## src/rtl/mul_pkg.sv

```systemverilog
// Shared types and elaboration-time helpers for the iterative multiplier.
// Derives the step count and counter width from WIDTH and BPC.
package mul_pkg;

    typedef enum logic [1:0] {
        IDLE = 2'd0,
        BUSY = 2'd1,
        DONE = 2'd2
    } state_t;

    localparam int DEF_WIDTH = 32;
    localparam int DEF_BPC   = 4;

    function automatic int clog2(input int value);
        int r;
        int v;
        r = 0;
        v = value - 1;
        while (v > 0) begin
            r = r + 1;
            v = v >> 1;
        end
        if (r < 1) begin
            r = 1;
        end
        return r;
    endfunction

    function automatic int calc_n(input int width, input int bpc);
        return width / bpc;
    endfunction

    // The counter must reach N, which is the extra result-latching cycle.
    function automatic int calc_cnt_w(input int width, input int bpc);
        return clog2(calc_n(width, bpc) + 1);
    endfunction

endpackage

```

## src/rtl/mul_step.sv

```systemverilog
// One radix-2^BPC step: adds (ybits * xmag) << shift to the running accumulator.
// Purely combinational; the top owns all state.
module mul_step #(
    parameter int WIDTH = 32,
    parameter int BPC   = 4,
    parameter int SHW   = 6
) (
    input  logic [2*WIDTH-1:0] acc,
    input  logic [WIDTH-1:0]   xmag,
    input  logic [BPC-1:0]     ybits,
    input  logic [SHW-1:0]     shift,
    output logic [2*WIDTH-1:0] acc_next
);

    logic [WIDTH+BPC-1:0] pp_s;
    logic [2*WIDTH-1:0]   pp_wide_s;

    // Narrow partial product, widened and aligned before accumulation.
    always_comb begin
        pp_s      = (WIDTH+BPC)'(xmag) * (WIDTH+BPC)'(ybits);
        pp_wide_s = (2*WIDTH)'(pp_s);
        acc_next  = acc + (pp_wide_s << shift);
    end

endmodule

```

## src/rtl/mul_iter_hs.sv

```systemverilog
// Iterative signed/unsigned multiplier with valid/ready handshakes and flush.
// Magnitudes are multiplied BPC bits per cycle; the sign is applied once at the end.
module mul_iter_hs
    import mul_pkg::*;
#(
    parameter int WIDTH = DEF_WIDTH,
    parameter int BPC   = DEF_BPC
) (
    input  logic               mul_clk,
    input  logic               reset,
    input  logic               in_valid,
    output logic               in_ready,
    input  logic [WIDTH-1:0]   x,
    input  logic [WIDTH-1:0]   y,
    input  logic               mul_signed,
    input  logic               cancel,
    output logic               out_valid,
    input  logic               out_ready,
    output logic [2*WIDTH-1:0] result
);

    localparam int N   = calc_n(WIDTH, BPC);
    localparam int CW  = calc_cnt_w(WIDTH, BPC);
    localparam int SHW = clog2(2 * WIDTH);
    localparam logic [CW-1:0]  CNT_LAST = CW'(N);
    localparam logic [SHW-1:0] BPC_L    = SHW'(BPC);

    state_t               state_r;
    state_t               state_n_s;
    logic [CW-1:0]        cnt_r;
    logic [WIDTH-1:0]     xmag_r;
    logic [WIDTH-1:0]     ymag_r;
    logic                 neg_r;
    logic [2*WIDTH-1:0]   acc_r;
    logic [2*WIDTH-1:0]   result_r;
    logic                 out_valid_r;
    logic                 in_ready_s;
    logic                 accept_s;
    logic [2*WIDTH-1:0]   acc_next_s;
    logic [SHW-1:0]       shift_s;

    // 0x80..0 maps onto itself, which is exactly its unsigned magnitude.
    function automatic logic [WIDTH-1:0] magnitude(input logic [WIDTH-1:0] v, input logic sgn);
        if (sgn && v[WIDTH-1]) begin
            return -v;
        end else begin
            return v;
        end
    endfunction

    // Handshake acceptance; cancel blocks any same-cycle accept.
    always_comb begin
        in_ready_s = 1'b0;
        if (cancel) begin
            in_ready_s = 1'b0;
        end else if (state_r == IDLE) begin
            in_ready_s = 1'b1;
        end else if ((state_r == DONE) && out_ready) begin
            in_ready_s = 1'b1;
        end else begin
            in_ready_s = 1'b0;
        end
        accept_s = in_valid && in_ready_s;
        shift_s  = SHW'(cnt_r) * BPC_L;
    end

    mul_step #(
        .WIDTH (WIDTH),
        .BPC   (BPC),
        .SHW   (SHW)
    ) u_step (
        .acc      (acc_r),
        .xmag     (xmag_r),
        .ybits    (ymag_r[BPC-1:0]),
        .shift    (shift_s),
        .acc_next (acc_next_s)
    );

    // State register.
    always_ff @(posedge mul_clk) begin
        if (reset) begin
            state_r <= IDLE;
        end else begin
            state_r <= state_n_s;
        end
    end

    // Next-state logic; BUSY spans N step cycles plus one result-latching cycle.
    always_comb begin
        state_n_s = state_r;
        case (state_r)
            IDLE: begin
                if (accept_s) state_n_s = BUSY;
                else          state_n_s = IDLE;
            end
            BUSY: begin
                if (cnt_r == CNT_LAST) state_n_s = DONE;
                else                   state_n_s = BUSY;
            end
            DONE: begin
                if (!out_ready)    state_n_s = DONE;
                else if (accept_s) state_n_s = BUSY;
                else               state_n_s = IDLE;
            end
            default: state_n_s = IDLE;
        endcase
        if (cancel) begin
            state_n_s = IDLE;
        end
    end

    // Operand capture, accumulation and registered result/valid.
    always_ff @(posedge mul_clk) begin
        if (reset) begin
            cnt_r       <= '0;
            xmag_r      <= '0;
            ymag_r      <= '0;
            neg_r       <= 1'b0;
            acc_r       <= '0;
            result_r    <= '0;
            out_valid_r <= 1'b0;
        end else if (cancel) begin
            cnt_r       <= '0;
            out_valid_r <= 1'b0;
        end else if (accept_s) begin
            xmag_r      <= magnitude(x, mul_signed);
            ymag_r      <= magnitude(y, mul_signed);
            neg_r       <= mul_signed && (x[WIDTH-1] ^ y[WIDTH-1]);
            acc_r       <= '0;
            cnt_r       <= '0;
            out_valid_r <= 1'b0;
        end else if (state_r == BUSY) begin
            if (cnt_r == CNT_LAST) begin
                result_r    <= neg_r ? -acc_r : acc_r;
                out_valid_r <= 1'b1;
            end else begin
                acc_r  <= acc_next_s;
                ymag_r <= ymag_r >> BPC;
                cnt_r  <= cnt_r + CW'(1);
            end
        end else if ((state_r == DONE) && out_ready) begin
            out_valid_r <= 1'b0;
        end else begin
            out_valid_r <= out_valid_r;
        end
    end

    assign in_ready  = in_ready_s;
    assign out_valid = out_valid_r;
    assign result    = result_r;

endmodule
```

## config.mk

```make
export PLATFORM = sky130hd
export DESIGN_NAME = mul_iter_hs
export DESIGN_NICKNAME = d
export VERILOG_FILES = /design/src/rtl/mul_pkg.sv /design/src/rtl/mul_step.sv /design/src/rtl/mul_iter_hs.sv
export SDC_FILE = /design/constraint.sdc
export NUM_CORES = 1
export LEC_CHECK = 0
export BUFFER_PORTS_ARGS = -buffer_cell sky130_fd_sc_hd__clkbuf_2
export CORE_MARGIN = 4
export CORE_UTILIZATION = 55
export CTS_BUF_LIST = sky130_fd_sc_hd__clkbuf_4 sky130_fd_sc_hd__clkbuf_8
export CTS_CLUSTER_SIZE = 24
export DETAILED_ROUTE_END_ITERATION = 7
export PLACE_DENSITY = 0.73
export SYNTH_ARGS = -nofsm -noshare
export SYNTH_HDL_FRONTEND = slang
export SYNTH_HIERARCHICAL = 1
export SYNTH_SLANG_ARGS = --single-unit
```

## constraint.sdc

```tcl
create_clock -name mul_clk -period 7.8 [get_ports mul_clk]
set_input_delay 1.56 -clock mul_clk [delete_from_list [all_inputs] [get_ports mul_clk]]
set_output_delay 1.56 -clock mul_clk [all_outputs]
set_load 0.02 [all_outputs]
```

# Yosys cells after proc, flatten, opt, wreduce, memory -nomap -nowiden
# Cells that the tools add are included.
[word_totals]
in_bits = 70
reg_bits = 200
output_inout_bits = 66
[op_classes]
n_mul = 1
mux = 19
n_addsub = 5
n_reduce_logical = 15
bitwise = 4
shift = 1
n_eq_ne = 5
[op_table]
columns = ["operator", "n"]
rows = [
  ["64-bit 2-to-1 mux", 4],
  ["32-bit 2-to-1 mux", 5],
  ["64-bit adder", 1],
  ["32-bit negation", 2],
  ["64-bit negation", 1],
  ["36-bit by 6-bit left shift with 64-bit output", 1],
  ["32-bit by 4-bit multiplier with 36-bit output", 1],
  ["1-bit 2-to-1 mux", 7],
  ["2-bit one-hot mux with 3 select lines", 1],
  ["2-bit AND reduction", 3],
  ["1-bit logical AND", 5],
  ["4-bit by 1-bit adder with 4-bit output (second input constant)", 1],
  ["4-bit == test (second input constant)", 1],
  ["2-bit 2-to-1 mux", 2],
  ["2-bit inequality test (second input constant)", 2],
  ["4-bit AND reduction", 1],
  ["2-bit nonzero test", 2],
  ["1-bit NOT", 3],
  ["3-bit AND reduction", 1],
  ["3-bit OR reduction", 1],
  ["2-bit by 1-bit == test with 1-bit output (second input constant)", 1],
  ["2-bit == test (second input constant)", 1],
  ["2-bit zero test", 1],
  ["2-bit OR reduction", 1],
  ["1-bit XOR", 1],
]

# Longest topological paths before layout
[logic_depth]
depth_word = 9
depth_mapped = 35
mapped_depth_nobuf = 33

# Cells and area by module
# The synthesis kept the hierarchy.
[by_module_without_submodules]
columns = ["module", "cells_each", "area_each_um2", "seq_area_each_um2", "instances"]
rows = [
  ["mul_step", 1563, 10983.0, 0.0, 1],
  ["mul_iter_hs", 1162, 9859.5, 4003.8, 1],
]

# Least setup slack after synthesis
# OpenSTA, ideal clock, no wires.
[synth_path]
path_type = "reg2reg"
startpoint = "register ymag_r[3]"
endpoint = "register acc_r[60]"
setup_slack_ns = 0.683
arrival_time_ns = 6.996
path_stages_with_launch = 32
t_required_ns = 7.679
synth_period_minus_slack_ns = 7.117
cell_sequence = "dfxtp_1 -> clkbuf_1 -> and2_1 -> fa_1 -> inv_1 -> fa_1 -> inv_1 -> ha_1 -> or2_2 -> nor2b_1 -> a211oi_1 -> o31ai_2 -> xor2_1 -> mux4_2 -> mux2_2 -> o21ai_0 -> mux2i_1 -> and2_1 -> ha_1 -> a21oi_1 -> o21ai_0 -> o21bai_1 -> a221oi_1 -> nor2_1 -> a2111oi_2 -> nand2_1 -> a2111oi_2 -> nor2_1 -> nor4b_1 -> a211oi_1 -> mux2i_1 -> nor2_1"
[synth_via]
elab_chain_len = 6
[synth_lines]
columns = ["element", "line", "source"]
rows = [
  ["start: declaration", "mul_iter_hs.sv:32", "logic [WIDTH-1:0] ymag_r;"],
  ["start signal: assignment", "mul_iter_hs.sv:127", "ymag_r <= magnitude(y, mul_signed);"],
  ["start signal: assignment", "mul_iter_hs.sv:138", "ymag_r <= ymag_r >> BPC;"],
  ["32-bit by 4-bit multiplier with 36-bit output", "mul_step.sv:20", "pp_s = (WIDTH+BPC)'(xmag) * (WIDTH+BPC)'(ybits);"],
  ["36-bit by 6-bit left shift with 64-bit output", "mul_step.sv:22", "acc_next = acc + (pp_wide_s << shift);"],
  ["64-bit adder", "mul_step.sv:22", ""],
  ["named net acc_next_s[60]", "mul_iter_hs.sv:39", "logic [2*WIDTH-1:0] acc_next_s;"],
  ["64-bit 2-to-1 mux", "mul_iter_hs.sv:133", "if (cnt_r == CNT_LAST) begin"],
  ["64-bit 2-to-1 mux", "mul_iter_hs.sv:132", "end else if (state_r == BUSY) begin"],
  ["64-bit 2-to-1 mux", "mul_iter_hs.sv:125", "end else if (accept_s) begin"],
  ["end signal: assignment", "mul_iter_hs.sv:137", "acc_r <= acc_next_s;"],
  ["end: declaration", "mul_iter_hs.sv:34", "logic [2*WIDTH-1:0] acc_r;"],
]
# The timed path passes the listed nets, and every way through them passes these cells. The select of a mux whose other input is x is not followed.
# A chain may end at the register's enable or synchronous reset.

# Worst setup path in the final report
[layout_path]
startpoint = "register ymag_r[3]"
endpoint = "register acc_r[55]"
# The elaborated chain is that of the path after synthesis.

==> flow_summary_export.csv <==
group,metric,value,unit
route,wl_met1,27.5,mm
global_route,grt_pass1_vias,20100,
clock_network,clock-sinks,200,
clock_network,htreeDepth,4,
timing,tightest_slew,1.00,ns
clock_network,cts_root_buffer,"clkbuf_8",
cells_and_area,drive_gt1_frac,0.212,
route,wl_met2,30.9,mm
setup_path,crit_path_max_incr_delay,0.53,ns
setup_path,cpMostUsedCell,"inv_1",
setup_path,crit_path_top_delay_cell,"fa_1",
global_route,grt_pass1_wl,103,mm
setup_path,required,8.27,ns
synth,ys_seq_area_frac,0.192,
route,drtIter0Drc,1341,
global_route,antenna_found_initial,0,
synth,syn-mean-instance-area,7.65,µm²
clock_network,cts_buffers,17,
timing,drv_slew,0,
route,antenna_left,0,
die,die_h,203,µm
clock_network,cts_buffer_depth,2,
placement,place_congestion,0.996,
timing,period_needed,7.56,ns
placement,dp_hpwl,50.1,mm
route,drc_errors,0,
power,powerDensity,93.9,mW/mm²
synth,synth_ff_type,"dfxtp_1",
setup_path,start_kind,"flop",
placement,dp_slack,-0.286,ns
die,initial_core_util,0.556,
global_route,grt_max_degree,101,
cells_and_area,layout_common_cells,"nor2_1 (280), buf_4 (260), nand2_1 (240)",
setup_path,crit_path_max_fanout,8,
route,wl,64.2,mm
timing,setup_viol,0,
synth,ys_types,115,
outcome,status,"finished clean",
clock_network,clk_latency,0.53,ns
global_route,grt_use_total,0.300,
cells_and_area,final_common_cell,"nor2_1",
die,rows,71,
timing,slew_headroom,0.330,
clock_network,cts_hold_buf,0,
synth,yosysWarningCount,6,
job,maxCapViolCount,0,
setup_path,worstPathArrival,8.03,ns
die,die_area,0.0411,mm²
setup_path,cp_top_family,"compound AO/OA/AOI/OAI gates",
placement,numPortBuffers,135,
timing,fin_hold_ws,0.457,ns
route,met3_length,3.16,mm
route,highest_layer,"met4",
cells_and_area,layout.nets,3220,
synth,syn-cell-area,0.0208,mm²
setup_path,critPathBufInv,5,
synth,ys_async_sr_fraction,0,
clock_network,clk_pin_slew,0.11,ns
die,core_area,0.0375,mm²
timing,fmax,132,MHz
min_path,holdCritPathClass,"reg2reg",
timing,setup_slack,0.237,ns
route,firstDrtPassIters,6,
cells_and_area,nFillCells,3359,
synth,postSynthCellCount,2725,
clock_network,cts_tree,"done",
setup_path,critical_path_class,"reg2reg",
synth,synth_edf_count,0,
cells_and_area,diodes,0,
timing,period_share,0.970,
power,p_leak,10.7,nW
route,viasPerCell,6.01,
cells_and_area,areaGrowthSynthToFinish,17.6,%
global_route,overflow,0,
route,vias,21100,
die,die_w,203,µm
die,ios,136,
timing,finClkSkew,0.0240,ns
power,ir_worst_vdd,103,µV
synth,synth-seq-cells,200,
timing,timing.final.hold_violations,0,
setup_path,endpoint_kind,"flop",
route,post_drt_wl_per_cell,18.3,µm
## per-stage QoR
stage	power (W)	cells	setup TNS (ns)	area (µm²)	utilization
5_1_grt	0.00241	3504	-0.318	24500	0.654
6_report	0.00230	3504	0	24500	0.654
2_1_floorplan	0.00140	2732	0	20900	-
3_3_place_gp	0.00156	3449	-0.0185	23300	0.622
3_5_place_dp	0.00157	3449	-0.958	23300	0.622
4_1_cts	0.00228	3482	0	23800	0.634
## logic make-up (layout without fill, tap and decap cells)
family | Yosys count | count (layout) | synth area share
buf+inv | 332 | 593 | 0.0644
simple gates | 942 | 942 | 0.221
compound gates | 782 | 782 | 0.258
flops | 200 | 200 | 0.192
other cells | 1 | 8 | 0.000180
fa+ha+maj | 170 | 170 | 0.124
xor+xnor | 201 | 201 | 0.0845
mux | 97 | 97 | 0.0553
## worst register-to-register path, delay by kind of cell (launching register included)
family	cells	cell delay, ns
simple gates	4	0.58
compound gates	16	3.15
buf+inv	5	0.44
xor+xnor	2	0.44
flops	1	0.39
mux	3	0.89
fa+ha+maj	4	1.59
## worst paths after layout
kind,from,endpoint,slack [ns],cells after the start
worst max-delay path,ymag_r[3]$_SDFFE_PP0P_,acc_r[55]$_SDFFE_PP0P_,0.24,34
worst min-delay path,result[36]$_SDFFE_PP0P_,result[36]$_SDFFE_PP0P_,0.46,2
worst max register to register,ymag_r[3]$_SDFFE_PP0P_,acc_r[55]$_SDFFE_PP0P_,0.24,34
worst min register to register,result[36]$_SDFFE_PP0P_,result[36]$_SDFFE_PP0P_,0.46,2
## registers in the layout, indices dropped and copies added, names as in the netlist
name and cells:
cnt_r 4, neg_r 1, xmag_r 32, acc_r 64
result 64, ymag_r 32, out_valid 1, state_r 2
## area by class of cell
type                    instances  area (µm²)  share of cell area
clock buffers                  21         277              0.0113
clock inverters                11         128             0.00521
inverters                     163         612              0.0250
multi-input cells            2200       16200               0.659
flip-flops and latches        200        4020               0.164
well taps                     511         639              0.0261
repair buffers                398        2680               0.109
## repair_timing
item / CTS / global route
setup endpoints to repair: 10 / 26
pin swaps: 1 / 50
gates resized for setup: 13 / 128
gates cloned: 0 / 0
buffers inserted: 1 / 23
## routing by layer
layer	track usage	vias to the layer above
met5	0	-
met1	0.382	9969
li1	-	10300
met4	0.126	0
met2	0.514	655
met3	0.0385	158
## report_power, final
| part | switching [W] | internal, W | total, W |
|---|---|---|---|
| clock | 0.000425 | 0.000289 | 0.000714 |
| combinational | 0.000305 | 0.000213 | 0.000518 |
| sequential | 0.0000255 | 0.00104 | 0.00107 |
| total | 0.000756 | 0.00155 | 0.00230 |
## cells in the mapped netlist (17+ instances only)
cell	n	area share
a22oi_1	76	0.027
and2_1	104	0.031
a211oi_1	87	0.031
nand2b_1	20	0.0060
inv_1	162	0.029
o31ai_1	27	0.0097
nand4_1	28	0.0084
ha_1	109	0.065
nor3_1	53	0.013
o21bai_1	18	0.0065
o21a_1	17	0.0061
o21ai_1	33	0.0079
xor2_1	112	0.047
or4_1	17	0.0061
a21o_1	42	0.015
o22ai_1	28	0.0084
o21ai_0	123	0.030
xnor2_1	89	0.037
nand3_1	48	0.012
a21oi_1	159	0.038
nor4_1	28	0.0084
fa_1	61	0.059
clkbuf_1	125	0.023
or3_1	17	0.0051
a31oi_1	20	0.0060
and3_1	20	0.0060
o211ai_1	22	0.0079
mux2i_1	69	0.033
nor2_1	286	0.052
dfxtp_1	200	0.19
nand2_1	244	0.044
buf_2	20	0.0048
Note: power is estimated with default switching activity, not from simulation.
